`src/rtl/alu_issue_stage.sv`:
```
// ALU issue stage: decodes an RV32I ALU instruction into {a, b, ctl, rd, illegal}
// and presents it through a registered valid/ready output with a one-entry skid slot.
module alu_issue_stage #(
    parameter int unsigned DATA_WIDTH = 32
) (
    input  logic                  clk,
    input  logic                  rst,
    input  logic                  flush,
    input  logic                  in_valid,
    output logic                  in_ready,
    input  logic [31:0]           in_instr,
    input  logic [DATA_WIDTH-1:0] in_pc,
    input  logic [DATA_WIDTH-1:0] in_rs1_data,
    input  logic [DATA_WIDTH-1:0] in_rs2_data,
    output logic                  out_valid,
    input  logic                  out_ready,
    output logic [DATA_WIDTH-1:0] out_a,
    output logic [DATA_WIDTH-1:0] out_b,
    output logic [3:0]            out_ctl,
    output logic [4:0]            out_rd,
    output logic                  out_illegal
);

    localparam logic [3:0] CtlAnd = 4'd0;
    localparam logic [3:0] CtlOr  = 4'd1;
    localparam logic [3:0] CtlXor = 4'd2;
    localparam logic [3:0] CtlAdd = 4'd3;
    localparam logic [3:0] CtlSub = 4'd4;
    localparam logic [3:0] CtlSll = 4'd5;
    localparam logic [3:0] CtlSrl = 4'd6;
    localparam logic [3:0] CtlSra = 4'd7;
    localparam logic [3:0] CtlSlt = 4'd8;

    localparam logic [6:0] OpReg   = 7'b0110011;
    localparam logic [6:0] OpImm   = 7'b0010011;
    localparam logic [6:0] OpLui   = 7'b0110111;
    localparam logic [6:0] OpAuipc = 7'b0010111;

    typedef struct packed {
        logic [DATA_WIDTH-1:0] a;
        logic [DATA_WIDTH-1:0] b;
        logic [3:0]            ctl;
        logic [4:0]            rd;
        logic                  illegal;
    } entry_t;

    typedef enum logic [1:0] {StEmpty, StOne, StFull} state_e;

    state_e state_q, state_d;
    entry_t out_q, out_d, skid_q, skid_d;
    entry_t dec_entry;

    logic [DATA_WIDTH-1:0] imm_i, imm_u, shamt_rs2, shamt_imm;
    logic [DATA_WIDTH-1:0] dec_a, dec_b;
    logic [3:0]            dec_ctl;
    logic                  dec_illegal;
    logic [2:0]            f3;
    logic                  f7_zero, f7_alt;
    logic                  accept, drain;
    logic                  load_out, out_from_skid, load_skid;

    assign f3        = in_instr[14:12];
    assign f7_zero   = (in_instr[31:25] == 7'b0000000);
    assign f7_alt    = (in_instr[31:25] == 7'b0100000);
    assign imm_i     = DATA_WIDTH'($signed(in_instr[31:20]));
    assign imm_u     = DATA_WIDTH'($signed({in_instr[31:12], 12'b0}));
    assign shamt_rs2 = DATA_WIDTH'(in_rs2_data[4:0]);
    assign shamt_imm = DATA_WIDTH'(in_instr[24:20]);

    // Instruction decode and operand selection for the incoming instruction
    always_comb begin
        dec_a       = in_rs1_data;
        dec_b       = in_rs2_data;
        dec_ctl     = CtlAdd;
        dec_illegal = 1'b0;
        case (in_instr[6:0])
            OpReg: begin
                case (f3)
                    3'b000: begin
                        dec_ctl     = f7_alt ? CtlSub : CtlAdd;
                        dec_illegal = !(f7_zero || f7_alt);
                    end
                    3'b001: begin
                        dec_ctl     = CtlSll;
                        dec_b       = shamt_rs2;
                        dec_illegal = !f7_zero;
                    end
                    3'b010: begin dec_ctl = CtlSlt; dec_illegal = !f7_zero; end
                    3'b011: dec_illegal = 1'b1;
                    3'b100: begin dec_ctl = CtlXor; dec_illegal = !f7_zero; end
                    3'b101: begin
                        dec_ctl     = f7_alt ? CtlSra : CtlSrl;
                        dec_b       = shamt_rs2;
                        dec_illegal = !(f7_zero || f7_alt);
                    end
                    3'b110: begin dec_ctl = CtlOr;  dec_illegal = !f7_zero; end
                    default: begin dec_ctl = CtlAnd; dec_illegal = !f7_zero; end
                endcase
            end
            OpImm: begin
                dec_b = imm_i;
                case (f3)
                    3'b000: dec_ctl = CtlAdd;
                    3'b001: begin
                        dec_ctl     = CtlSll;
                        dec_b       = shamt_imm;
                        dec_illegal = !f7_zero;
                    end
                    3'b010: dec_ctl = CtlSlt;
                    3'b011: dec_illegal = 1'b1;
                    3'b100: dec_ctl = CtlXor;
                    3'b101: begin
                        dec_ctl     = f7_alt ? CtlSra : CtlSrl;
                        dec_b       = shamt_imm;
                        dec_illegal = !(f7_zero || f7_alt);
                    end
                    3'b110: dec_ctl = CtlOr;
                    default: dec_ctl = CtlAnd;
                endcase
            end
            OpLui: begin
                dec_a = '0;
                dec_b = imm_u;
            end
            OpAuipc: begin
                dec_a = in_pc;
                dec_b = imm_u;
            end
            default: dec_illegal = 1'b1;
        endcase
        // Illegal entries still flow in order but carry neutral operands
        if (dec_illegal) begin
            dec_a   = '0;
            dec_b   = '0;
            dec_ctl = CtlAdd;
        end
    end

    assign dec_entry = '{a: dec_a, b: dec_b, ctl: dec_ctl, rd: in_instr[11:7],
                         illegal: dec_illegal};

    assign accept = in_valid && in_ready && !flush;
    assign drain  = out_valid && out_ready;

    // Buffer occupancy state register
    always_ff @(posedge clk) begin
        if (rst) state_q <= StEmpty;
        else     state_q <= state_d;
    end

    // Occupancy next state; flush wins over accept and drain
    always_comb begin
        state_d = state_q;
        if (flush) begin
            state_d = StEmpty;
        end else begin
            unique case (state_q)
                StEmpty: if (accept) state_d = StOne;
                StOne: begin
                    if (accept && !drain)      state_d = StFull;
                    else if (!accept && drain) state_d = StEmpty;
                end
                StFull:  if (drain) state_d = StOne;
                default: state_d = StEmpty;
            endcase
        end
    end

    // Handshake outputs and datapath load enables decoded from occupancy
    always_comb begin
        out_valid     = (state_q != StEmpty);
        in_ready      = (state_q != StFull);
        out_from_skid = (state_q == StFull);
        load_out      = !flush && (((state_q == StEmpty) && accept) ||
                                   ((state_q == StOne) && accept && drain) ||
                                   ((state_q == StFull) && drain));
        load_skid     = !flush && (state_q == StOne) && accept && !drain;
    end

    // Next contents of the output register and skid slot
    always_comb begin
        out_d  = out_q;
        skid_d = skid_q;
        if (load_out)  out_d  = out_from_skid ? skid_q : dec_entry;
        if (load_skid) skid_d = dec_entry;
    end

    // Output register and skid slot storage
    always_ff @(posedge clk) begin
        if (rst) begin
            out_q  <= '0;
            skid_q <= '0;
        end else begin
            out_q  <= out_d;
            skid_q <= skid_d;
        end
    end

    assign out_a       = out_q.a;
    assign out_b       = out_q.b;
    assign out_ctl     = out_q.ctl;
    assign out_rd      = out_q.rd;
    assign out_illegal = out_q.illegal;

endmodule

```
`config.mk`:
```
export PLATFORM = sky130hd
export DESIGN_NAME = alu_issue_stage
export DESIGN_NICKNAME = d
export VERILOG_FILES = /design/src/rtl/alu_issue_stage.sv
export SDC_FILE = /design/constraint.sdc
export NUM_CORES = 1
export LEC_CHECK = 0
export ABC_AREA = 1
export ABC_CLOCK_PERIOD_IN_PS = 3370
export CELL_PAD_IN_SITES_DETAIL_PLACEMENT = 0
export CELL_PAD_IN_SITES_GLOBAL_PLACEMENT = 1
export CORE_MARGIN = 2
export CORE_UTILIZATION = 37
export CTS_BUF_LIST = sky130_fd_sc_hd__clkbuf_8
export DETAILED_ROUTE_END_ITERATION = 10
export PLACE_DENSITY_LB_ADDON = 0.3
export SYNTH_ARGS = -nofsm -noshare
export SYNTH_HDL_FRONTEND = slang
export SYNTH_SLANG_ARGS = --single-unit
```
`constraint.sdc`:
```
create_clock -name clk -period 3.37 [get_ports clk]
set_input_delay 0.674 -clock clk [delete_from_list [all_inputs] [get_ports clk]]
set_output_delay 0.674 -clock clk [all_outputs]
set_load 0.02 [all_outputs]
```
==> reports/summary.txt, run 1 <==
Tightest Hold Check Type -> reg2reg
Arr. time, crit path -> 1.91 ns
Remaining number of nets flagged by the antenna check after routing -> 0
R2r endpoint -> out_b[11]$_SDFFE_PP0P_
Floorplan die width -> 147.6 µm
Remaining Overflow, GRT -> 0
Met3 wire length -> 1.472 mm
Total of buffers placed on input and output ports -> 208
Chain of cells forming the critical path -> inv_2 > nand2_4 > clkdlybuf4s50_1
Highest fanout seen on the critical path -> 33
Die boundary height -> 147.6 µm
Launching element type of the critical path -> register
Max Transition Viols Final -> 0
Final hold violation count -> 0
Reg2reg setup slack -> 1.14 ns
Vias per cell -> 5.128
Actual transition at the worst max-transition pin -> 0.9046 ns
First-pass GRT wire length -> 41.34 mm
Synthesized area divided by synthesized cell count -> 6.592 µm²
Metal2 WL -> 12.20 mm
Highest clock frequency the design can meet -> 387.5 MHz
N_diodes -> 0
Count of maximum capacitance violations -> 0
Row count -> 52
Min cycle time layout -> 2.580 ns
Cell type of the slowest stage on the worst timing path -> sky130_fd_sc_hd__clkdlybuf4s50_1
Hold EP -> skid_q[65]$_SDFFE_PP0P_
Remaining DRCs -> 0
Clock buffers created by TritonCTS -> 17
Cell chosen for the clock root -> sky130_fd_sc_hd__clkbuf_8
Post-detailed-routing wire length -> 25.20 mm
Unrepaired setup endpoints after global routing -> no
Number of distinct library cells after synthesis -> 27
Std-Cell Core Area -> 20230 µm²
Count of boundary I/O pins -> 209
Syn Std Cell Area -> 7627 µm²
Post-synthesis sequential area ratio -> 39.37%
Overall fraction of global-route tracks in use -> 23.64%
Critical hold path startpoint -> skid_q[65]$_SDFFE_PP0P_
Number of buffers on the longest clock path -> 2
Highest routed layer -> met4
Area of the die -> 21780 µm²
Source-to-sink clock delay at the later pin of the worst-skew pair -> 0.45 ns
Maximum number of pins on one net before global-route repair -> 93
Worst clock skew -> 0.01075 ns
Worst max-slew margin expressed relative to the limit -> 39.70%
Total routed wire length on the met1 layer -> 11.10 mm
WHS -> 0.4692 ns
Maximum ir drop on the vdd rail -> 207.5 µV
Net count reported at finish -> 1446
Flop and latch count out of synthesis -> 150
R2R cell count -> 7
Clock slew seen by the registers of the worst setup and hold paths -> 0.09 ns
Vias in the first global route -> 7963
Initial DRT Pass Iterations -> 5
Area taken by flip-flops and latches -> 3003 µm²
Number of cells traversed by the worst hold path -> 2
Share of the clock period used by the worst path after layout -> 76.57%
Worst Setup End Kind -> output pin
Fillers -> 2082
Yosys Warn Count -> 0
Number of buffers inserted by hold repair at cts -> 0
Area added between synthesis and finish -> 34.86%
DPL Wire Length -> 16.05 mm
TritonCTS sink count -> 150
Reg-to-Reg Start -> state_q[1]$_SDFFE_PP0P_
Average wire per standard cell -> 15.80 µm
Fraction of final layout cells sized beyond drive strength 1 -> 6.264%
Leakage power total -> 0.004091 µW
Setup Crit Path Kind -> reg2out
Iteration-0 DRC count of the detailed router -> 523
Post-synth net total -> 1291
Total negative slack for setup checks -> 0 ns
Level count of the clock H-tree -> 4
Initial core utilization -> 37.69%
Ratio of total power to cell area -> 393.3 nW/µm²
Initial antenna violation count -> 0
Multi-input combinational cell area -> 3866 µm²
Synthesized netlist cell count -> 1157
Total setup violations reported at the end of the flow -> 0
Via count of the routed design -> 8179
Clock tree from TritonCTS -> done
Resize count post-CTS -> 0
Slowest stage delay, CP -> 0.69 ns
Status -> finished clean
Req. time, crit path -> 2.70 ns
Post-CTS setup buffer count -> 0
Global placement routability congestion -> 0.8672
where the power goes:
group          internal [µW]  switching (µW)  leakage [µW]
clock                    709             736      0.000211
sequential              1840            38.1       0.00122
combinational            335             388       0.00266
how the worst max path moves through the flow:
stage,start,end,cells past startpoint
after detailed placement,flush,out_rd[3]$_SDFFE_PP0P_,9
after CTS,state_q[0]$_SDFFE_PP0P_,in_ready,3
after floorplan,in_instr[6],skid_q[66]$_SDFFE_PP0P_,14
after global routing,state_q[0]$_SDFFE_PP0P_,in_ready,3
after global placement,in_instr[1],out_b[12]$_SDFFE_PP0P_,11
final,state_q[0]$_SDFFE_PP0P_,in_ready,3
area by class of cell:
class / instances / share of cell area [%]
Inverter: 98 / 3.576
Tap cell: 270 / 3.284
Clock buffer: 19 / 2.542
Multi-Input combinational cell: 815 / 37.59
Clock inverter: 13 / 1.411
Sequential cell: 150 / 29.19
Timing Repair Buffer: 230 / 22.41
through the flow:
| step | power, µW | instances | utilization, % | setup slack (ns) | area [µm²] |
|---|---|---|---|---|---|
| finish | 4045 | 1595 | 50.83 | 0.7895 | 10290 |
| global route | 4229 | 1595 | 50.83 | 0.6671 | 10290 |
| CTS | 4085 | 1595 | 50.83 | 0.7398 | 10290 |
| detailed placement | 2643 | 1563 | 48.83 | 0.5772 | 9879 |
| global placement | 2642 | 1563 | 48.83 | 0.5862 | 9879 |
| floorplan | 2253 | 1157 | - | 1.484 | 7627 |
cells by family after synthesis:
group,share of synthesized area (%)
compound gates,26.59
simple gates,23.75
flops,39.37
buf+inv,10.12
fa+ha+maj,0.1640
sequential cells by signal (all words and copies together), names as in the netlist:
name	flops
out_illegal	1
out_rd	5
out_ctl	4
out_b	32
state_q	2
out_a	32
skid_q	74
critical path, delay by kind of cell, from the launching register on:
kind	cells	cell delay (ns)
flops	1	0.35
simple gates	1	0.35
buf+inv	2	0.75
synthesized netlist by cell type (all sizes together):
master	number	area [µm²]
clkbuf	62	232.7
nor3	1	10.01
o211ai	2	15.01
nand3	79	395.4
a31oi	6	37.54
nand2	243	927.1
inv	98	367.8
o21ai	183	923.4
nand4	21	137.6
ha	1	12.51
a21oi	208	1052
nor2	69	329.1
buf	32	171.4
nor4	2	12.51
dfxtp	150	3003
placed cells by master, fill, tap and decap left out, types with 2 or more instances in the layout:
master	n
sky130_fd_sc_hd__nand2_1	238
sky130_fd_sc_hd__a21oi_1	207
sky130_fd_sc_hd__clkdlybuf4s50_1	207
sky130_fd_sc_hd__o21ai_0	179
sky130_fd_sc_hd__dfxtp_1	150
sky130_fd_sc_hd__inv_1	92
sky130_fd_sc_hd__nand3_1	79
sky130_fd_sc_hd__nor2_1	57
sky130_fd_sc_hd__nand4_1	20
sky130_fd_sc_hd__clkbuf_8	19
sky130_fd_sc_hd__buf_4	17
sky130_fd_sc_hd__nor2_4	8
sky130_fd_sc_hd__inv_2	7
sky130_fd_sc_hd__a31oi_1	6
sky130_fd_sc_hd__buf_12	5
sky130_fd_sc_hd__nor2_2	4
sky130_fd_sc_hd__inv_6	4
sky130_fd_sc_hd__nand2_2	3
sky130_fd_sc_hd__nand2_4	2
sky130_fd_sc_hd__o21ai_2	2
sky130_fd_sc_hd__o21ai_1	2
sky130_fd_sc_hd__o211ai_1	2
sky130_fd_sc_hd__nor4_1	2
sky130_fd_sc_hd__bufinv_16	2
sky130_fd_sc_hd__clkinv_2	2
sky130_fd_sc_hd__clkinv_4	2
per-layer routing:
metal / global-route usage, % / vias to the layer above
met4: 6.490 / 0
met5: 0 / -
li1: - / 4156
met3: 5.556 / 27
met1: 29.83 / 3759
met2: 40.49 / 237
(Power assumes the default switching activity.)
==> run 2, diff against run 1 <==
--- a/config.mk
+++ b/config.mk
@@ -6,11 +6,11 @@
 export NUM_CORES = 1
 export LEC_CHECK = 0
 export ABC_AREA = 1
-export ABC_CLOCK_PERIOD_IN_PS = 3370
+export ABC_CLOCK_PERIOD_IN_PS = 2350
 export CELL_PAD_IN_SITES_DETAIL_PLACEMENT = 0
 export CELL_PAD_IN_SITES_GLOBAL_PLACEMENT = 1
 export CORE_MARGIN = 2
-export CORE_UTILIZATION = 37
+export CORE_UTILIZATION = 31
 export CTS_BUF_LIST = sky130_fd_sc_hd__clkbuf_8
 export DETAILED_ROUTE_END_ITERATION = 10
 export PLACE_DENSITY_LB_ADDON = 0.3
==> constraint.sdc (replaced) <==
create_clock -name clk -period 2.35 [get_ports clk]
set_input_delay 0.47 -clock clk [delete_from_list [all_inputs] [get_ports clk]]
set_output_delay 0.47 -clock clk [all_outputs]
set_load 0.02 [all_outputs]
==> reports/summary.txt, run 2 (same netlist as run 1, synthesis figures left out) <==
Status -> finished clean
Share of the clock period used by the worst path after layout -> 90.91%
Iteration-0 DRC count of the detailed router -> 550
Area of the die -> 25870 µm²
Final hold violation count -> 0
Clock slew seen by the registers of the worst setup and hold paths -> 0.09 ns
Total setup violations reported at the end of the flow -> 0
Global-route met1 utilization -> 27.24%
Unrepaired setup endpoints after global routing -> no
Initial antenna violation count -> 0
Die boundary height -> 160.9 µm
Clock network power share -> 35.1%
Clock buffers created by TritonCTS -> 17
Launching element type of the critical path -> register
Setup Crit Path Kind -> reg2out
Switching component of the power -> 1648 µW
Post-CTS setup buffer count -> 0
Floorplan die width -> 160.9 µm
DPL Wire Length -> 18.23 mm
Highest fanout seen on the critical path -> 4
Source-to-sink clock delay at the later pin of the worst-skew pair -> 0.45 ns
Net count reported at finish -> 1479
Min cycle time layout -> 2.136 ns
Portion of total power attributed to sequential cells -> 46.2%
Highest-count cells in the layout ignoring fill and taps -> sky130_fd_sc_hd__nand2_1, sky130_fd_sc_hd__a21oi_1, sky130_fd_sc_hd__clkdlybuf4s50_1
Most common cell after layout, fill and taps aside -> sky130_fd_sc_hd__nand2_1
Post-detailed-routing wire length -> 26.90 mm
Area added between synthesis and finish -> 41.01%
Util after Layout -> 44.36%
Remaining DRCs -> 0
Initial DRT Pass Iterations -> 5
Vias per cell -> 4.963
Global-route layer with the greatest usage -> met2
Level count of the clock H-tree -> 4
Actual transition at the worst max-transition pin -> 0.6043 ns
Row count -> 57
Worst Setup End Kind -> output pin
Arr. time, crit path -> 1.67 ns
Remaining number of nets flagged by the antenna check after routing -> 0
Tightest Hold Check Type -> reg2reg
Highest clock frequency the design can meet -> 468.1 MHz
Internal Pwr Total -> 4188 µW
TritonCTS sink count -> 150
Combinational fraction of design power -> 18.7%
Global placement routability congestion -> 0.8443
Global routing met2 resource utilization -> 34.45%
Remaining Overflow, GRT -> 0
R2R cell count -> 8
Met3 track utilization from global routing -> 4.623%
Initial core utilization -> 31.46%
Clock tree from TritonCTS -> done
Average wire per standard cell -> 16.00 µm
Req. time, crit path -> 1.88 ns
Worst clock skew -> 0.01522 ns
Count of boundary I/O pins -> 209
Leakage power total -> 0.004294 µW
Multi-input combinational cell area -> 3866 µm²
Std-Cell Core Area -> 24250 µm²
Number of cells traversed by the worst hold path -> 2
Area taken by flip-flops and latches -> 3003 µm²
Fillers -> 2574
Register containing the most flip-flops in the final layout -> skid_q
N_diodes -> 0
Maximum ir drop on the vdd rail -> 258.5 µV
Vias in the first global route -> 7769
Count of maximum capacitance violations -> 0
Via count of the routed design -> 8342
Ratio of total power to cell area -> 542.6 nW/µm²
Worst max-slew margin expressed relative to the limit -> 59.71%
Maximum number of pins on one net before global-route repair -> 75
Number of flip-flops in the largest register -> 74
Overall fraction of global-route tracks in use -> 20.69%
Number of buffers inserted by hold repair at cts -> 0
Fraction of power spent switching nets -> 28.24%
Fraction of final layout cells sized beyond drive strength 1 -> 8.327%
Cell chosen for the clock root -> sky130_fd_sc_hd__clkbuf_8
WHS -> 0.4685 ns
Number of buffers on the longest clock path -> 2
Total of buffers placed on input and output ports -> 208
First-pass GRT wire length -> 42.77 mm
Resize count post-CTS -> 0
Max Transition Viols Final -> 0
run 2: cell count changes in the layout (fill, tap and decap cells not counted), sizes merged:
cell	change
buf	+33
clkinvlp	+3
inv	-3
bufinv	+1
clkbuf	-2
run 2: path summary, 6_finish.rpt:
check / endpoint / from / slack, ns
worst max-delay path: out_valid / state_q[1]$_SDFFE_PP0P_ / 0.21
worst min-delay path: skid_q[42]$_SDFFE_PP0P_ / skid_q[42]$_SDFFE_PP0P_ / 0.47
worst max register to register: skid_q[49]$_SDFFE_PP0P_ / state_q[0]$_SDFFE_PP0P_ / 0.68
worst min register to register: skid_q[42]$_SDFFE_PP0P_ / skid_q[42]$_SDFFE_PP0P_ / 0.47
run 2: worst max-delay path, cell delays in order, from the launching register on:
cell	delay, ns
sky130_fd_sc_hd__dfxtp_1	0.43
sky130_fd_sc_hd__nor2_1	0.11
sky130_fd_sc_hd__inv_1	0.09
sky130_fd_sc_hd__clkdlybuf4s50_1	0.60
run 2: power by group through the flow:
| stage | clock [µW] | sequential (µW) | combinational (µW) |
|---|---|---|---|
| floorplan | 0 | 2850 | 385 |
| global placement | 0 | 2760 | 1100 |
| detailed placement | 0 | 2760 | 1090 |
| CTS | 2110 | 2700 | 1100 |
| global route | 2220 | 2710 | 1190 |
| finish | 2050 | 2700 | 1090 |
run 2: area by class of cell:
class,instances,share of cell area [%]
clock buffer,17,2.175
clock inverter,14,1.512
inverter,98,3.432
multi-input combinational,815,35.95
sequential,150,27.92
tap,324,3.769
timing repair buffer,263,25.24
run 2: metal layers:
metal | part of all wire [%] | vias to the layer above
li1 | - | 4212
met1 | 45 | 3867
met2 | 48 | 238
met3 | 5.8 | 25
met4 | 1.4 | 0
met5 | 0 | -
run 2: per-stage QoR:
| stage | setup TNS [ns] | worst slack, ns | instance area, µm² | power (µW) | std cells |
|---|---|---|---|---|---|
| after floorplan | 0 | 0.6504 | 7627 | 3230 | 1157 |
| after global placement | -0.3988 | -0.06939 | 10360 | 3852 | 1650 |
| after detailed placement | -1.629 | -0.09962 | 10360 | 3849 | 1650 |
| after CTS | 0 | 0.1728 | 10760 | 5907 | 1681 |
| after global routing | 0 | 0.09352 | 10760 | 6118 | 1681 |
| final | 0 | 0.2137 | 10760 | 5836 | 1681 |
==> run 3, diff against run 2 <==
--- a/config.mk
+++ b/config.mk
@@ -9,7 +9,7 @@
 export ABC_CLOCK_PERIOD_IN_PS = 2350
 export CELL_PAD_IN_SITES_DETAIL_PLACEMENT = 0
 export CELL_PAD_IN_SITES_GLOBAL_PLACEMENT = 1
-export CORE_MARGIN = 2
+export CORE_MARGIN = 4
 export CORE_UTILIZATION = 31
 export CTS_BUF_LIST = sky130_fd_sc_hd__clkbuf_8
 export DETAILED_ROUTE_END_ITERATION = 10
==> reports/summary.txt, run 3 (same netlist as run 1, synthesis figures left out) <==
Status -> finished clean
Initial core utilization -> 31.46%
Buffering stage count on the worst path with inverters included -> 2
Reg2reg setup slack -> 0.67 ns
Resize count post-CTS -> 0
Req. time, crit path -> 1.88 ns
TritonCTS sink count -> 150
Clock tree from TritonCTS -> done
Overall Power -> 6056 µW
First-pass GRT wire length -> 42.20 mm
Highest-count cells in the layout ignoring fill and taps -> sky130_fd_sc_hd__nand2_1, sky130_fd_sc_hd__a21oi_1, sky130_fd_sc_hd__clkdlybuf4s50_1
Actual transition at the worst max-transition pin -> 0.5861 ns
Area of placed instances -> 10300 µm²
Initial antenna violation count -> 0
Floorplan die width -> 164.9 µm
Count of boundary I/O pins -> 209
Vias per cell -> 4.868
Post-detailed-routing wire length -> 26.85 mm
Initial DRT Pass Iterations -> 5
Number of buffers inserted by hold repair at cts -> 0
Level count of the clock H-tree -> 4
R2r endpoint -> skid_q[51]$_SDFFE_PP0P_
Critical Path Start -> state_q[1]$_SDFFE_PP0P_
Source-to-sink clock delay at the later pin of the worst-skew pair -> 0.45 ns
Ratio of total power to cell area -> 563.6 nW/µm²
Count of maximum capacitance violations -> 0
Fraction of final layout cells sized beyond drive strength 1 -> 8.339%
Min cycle time layout -> 2.154 ns
Worst max-slew margin expressed relative to the limit -> 60.93%
Most common cell after layout, fill and taps aside -> sky130_fd_sc_hd__nand2_1
R2R cell count -> 8
Reg-to-Reg Start -> state_q[0]$_SDFFE_PP0P_
Highest fanout seen on the critical path -> 4
Net count reported at finish -> 1476
Total of buffers placed on input and output ports -> 208
Fillers -> 2566
DPL Wire Length -> 18.11 mm
Clock buffers created by TritonCTS -> 17
Register containing the most flip-flops in the final layout -> skid_q
Area added between synthesis and finish -> 40.88%
Worst clock skew -> 0.01316 ns
Worst Setup End Kind -> output pin
Die boundary height -> 164.9 µm
Max Transition Viols Final -> 0
Number of buffers on the longest clock path -> 2
Number of flip-flops in the largest register -> 74
Leakage power total -> 0.004296 µW
Worst path depth -> 3
Hold EP -> skid_q[62]$_SDFFE_PP0P_
Remaining DRCs -> 0
Cell chosen for the clock root -> sky130_fd_sc_hd__clkbuf_8
Share of the clock period used by the worst path after layout -> 91.67%
Highest clock frequency the design can meet -> 464.2 MHz
Critical hold path startpoint -> skid_q[62]$_SDFFE_PP0P_
Final hold violation count -> 0
Maximum number of pins on one net before global-route repair -> 90
Std-Cell Core Area -> 24250 µm²
N_diodes -> 0
Via count of the routed design -> 8173
Area of the die -> 27180 µm²
Vias in the first global route -> 7728
Cell type of the slowest stage on the worst timing path -> sky130_fd_sc_hd__clkdlybuf4s50_1
Arr. time, crit path -> 1.68 ns
Maximum ir drop on the vdd rail -> 315.5 µV
Clock slew seen by the registers of the worst setup and hold paths -> 0.10 ns
Average wire per standard cell -> 15.99 µm
Global placement routability congestion -> 0.8347
Total negative slack for setup checks -> 0 ns
Total setup violations reported at the end of the flow -> 0
Setup Crit Path Kind -> reg2out
Tightest Hold Check Type -> reg2reg
Unrepaired setup endpoints after global routing -> no
Iteration-0 DRC count of the detailed router -> 566
Util after Layout -> 44.31%
Row count -> 57
Area of all placed cells without fillers -> 10750 µm²
Overall fraction of global-route tracks in use -> 19.45%
Post-CTS setup buffer count -> 0
Slowest stage delay, CP -> 0.61 ns
Chain of cells forming the critical path -> nor2_1 > inv_1 > clkdlybuf4s50_1
Remaining Overflow, GRT -> 0
Remaining number of nets flagged by the antenna check after routing -> 0
Pre-CTS setup slack -> -0.04256 ns
Launching element type of the critical path -> register
Number of cells traversed by the worst hold path -> 2
Top Family by Delay on Critical Path -> buffers and inverters
Slack of the critical path -> 0.1959 ns
[run 3: how the worst max path moves through the flow]
| stage | to | slack, ns |
|---|---|---|
| finish | out_valid | 0.20 |
| global route | out_valid | 0.11 |
| detailed placement | skid_q[63]$_SDFFE_PP0P_ | -0.04 |
| global placement | skid_q[62]$_SDFFE_PP0P_ | 0.001 |
| CTS | out_valid | 0.16 |
| floorplan | state_q[1]$_SDFFE_PP0P_ | 0.65 |
[run 3: worst min-delay path, stage by stage, from the launching register on]
cell and delay (ns):
sky130_fd_sc_hd__dfxtp_1 0.32, sky130_fd_sc_hd__nand2_1 0.06, sky130_fd_sc_hd__a21oi_1 0.05
[run 3: layer usage]
metal / wire length [µm] / GRT usage [%] / vias up
met2: 12760 / 32.13 / 190
li1: - / - / 4213
met5: 0 / 0 / -
met4: 284 / 4.083 / 0
met1: 12360 / 26.17 / 3752
met3: 1452 / 4.243 / 18
[run 3: cell type report]
class,instances,area (µm²),area share (%)
well taps,324,405.4,3.773
repair buffers,260,2655,24.71
multi-input cells,815,3866,35.98
flip-flops and latches,150,3003,27.95
clock buffers,18,247.7,2.306
inverters,98,369.1,3.435
clock inverters,14,198.9,1.851
[run 3: per-stage QoR]
| step | std cells | hold slack (ns) |
|---|---|---|
| 2_1_floorplan | 1157 | 0.4457 |
| 4_1_cts | 1679 | 0.4688 |
| 5_1_grt | 1679 | 0.4871 |
| 3_5_place_dp | 1647 | 0.4556 |
| 3_3_place_gp | 1647 | 0.4533 |
| 6_report | 1679 | 0.4707 |
[run 3: power by group]
part	switching (µW)	internal [µW]	leakage, µW	total [µW]
Sequential	57.8	2640	0.00122	2700
Combinational	572	514	0.00285	1090
Clock	1070	1200	0.000223	2270
Total	1700	4350	0.00430	6060
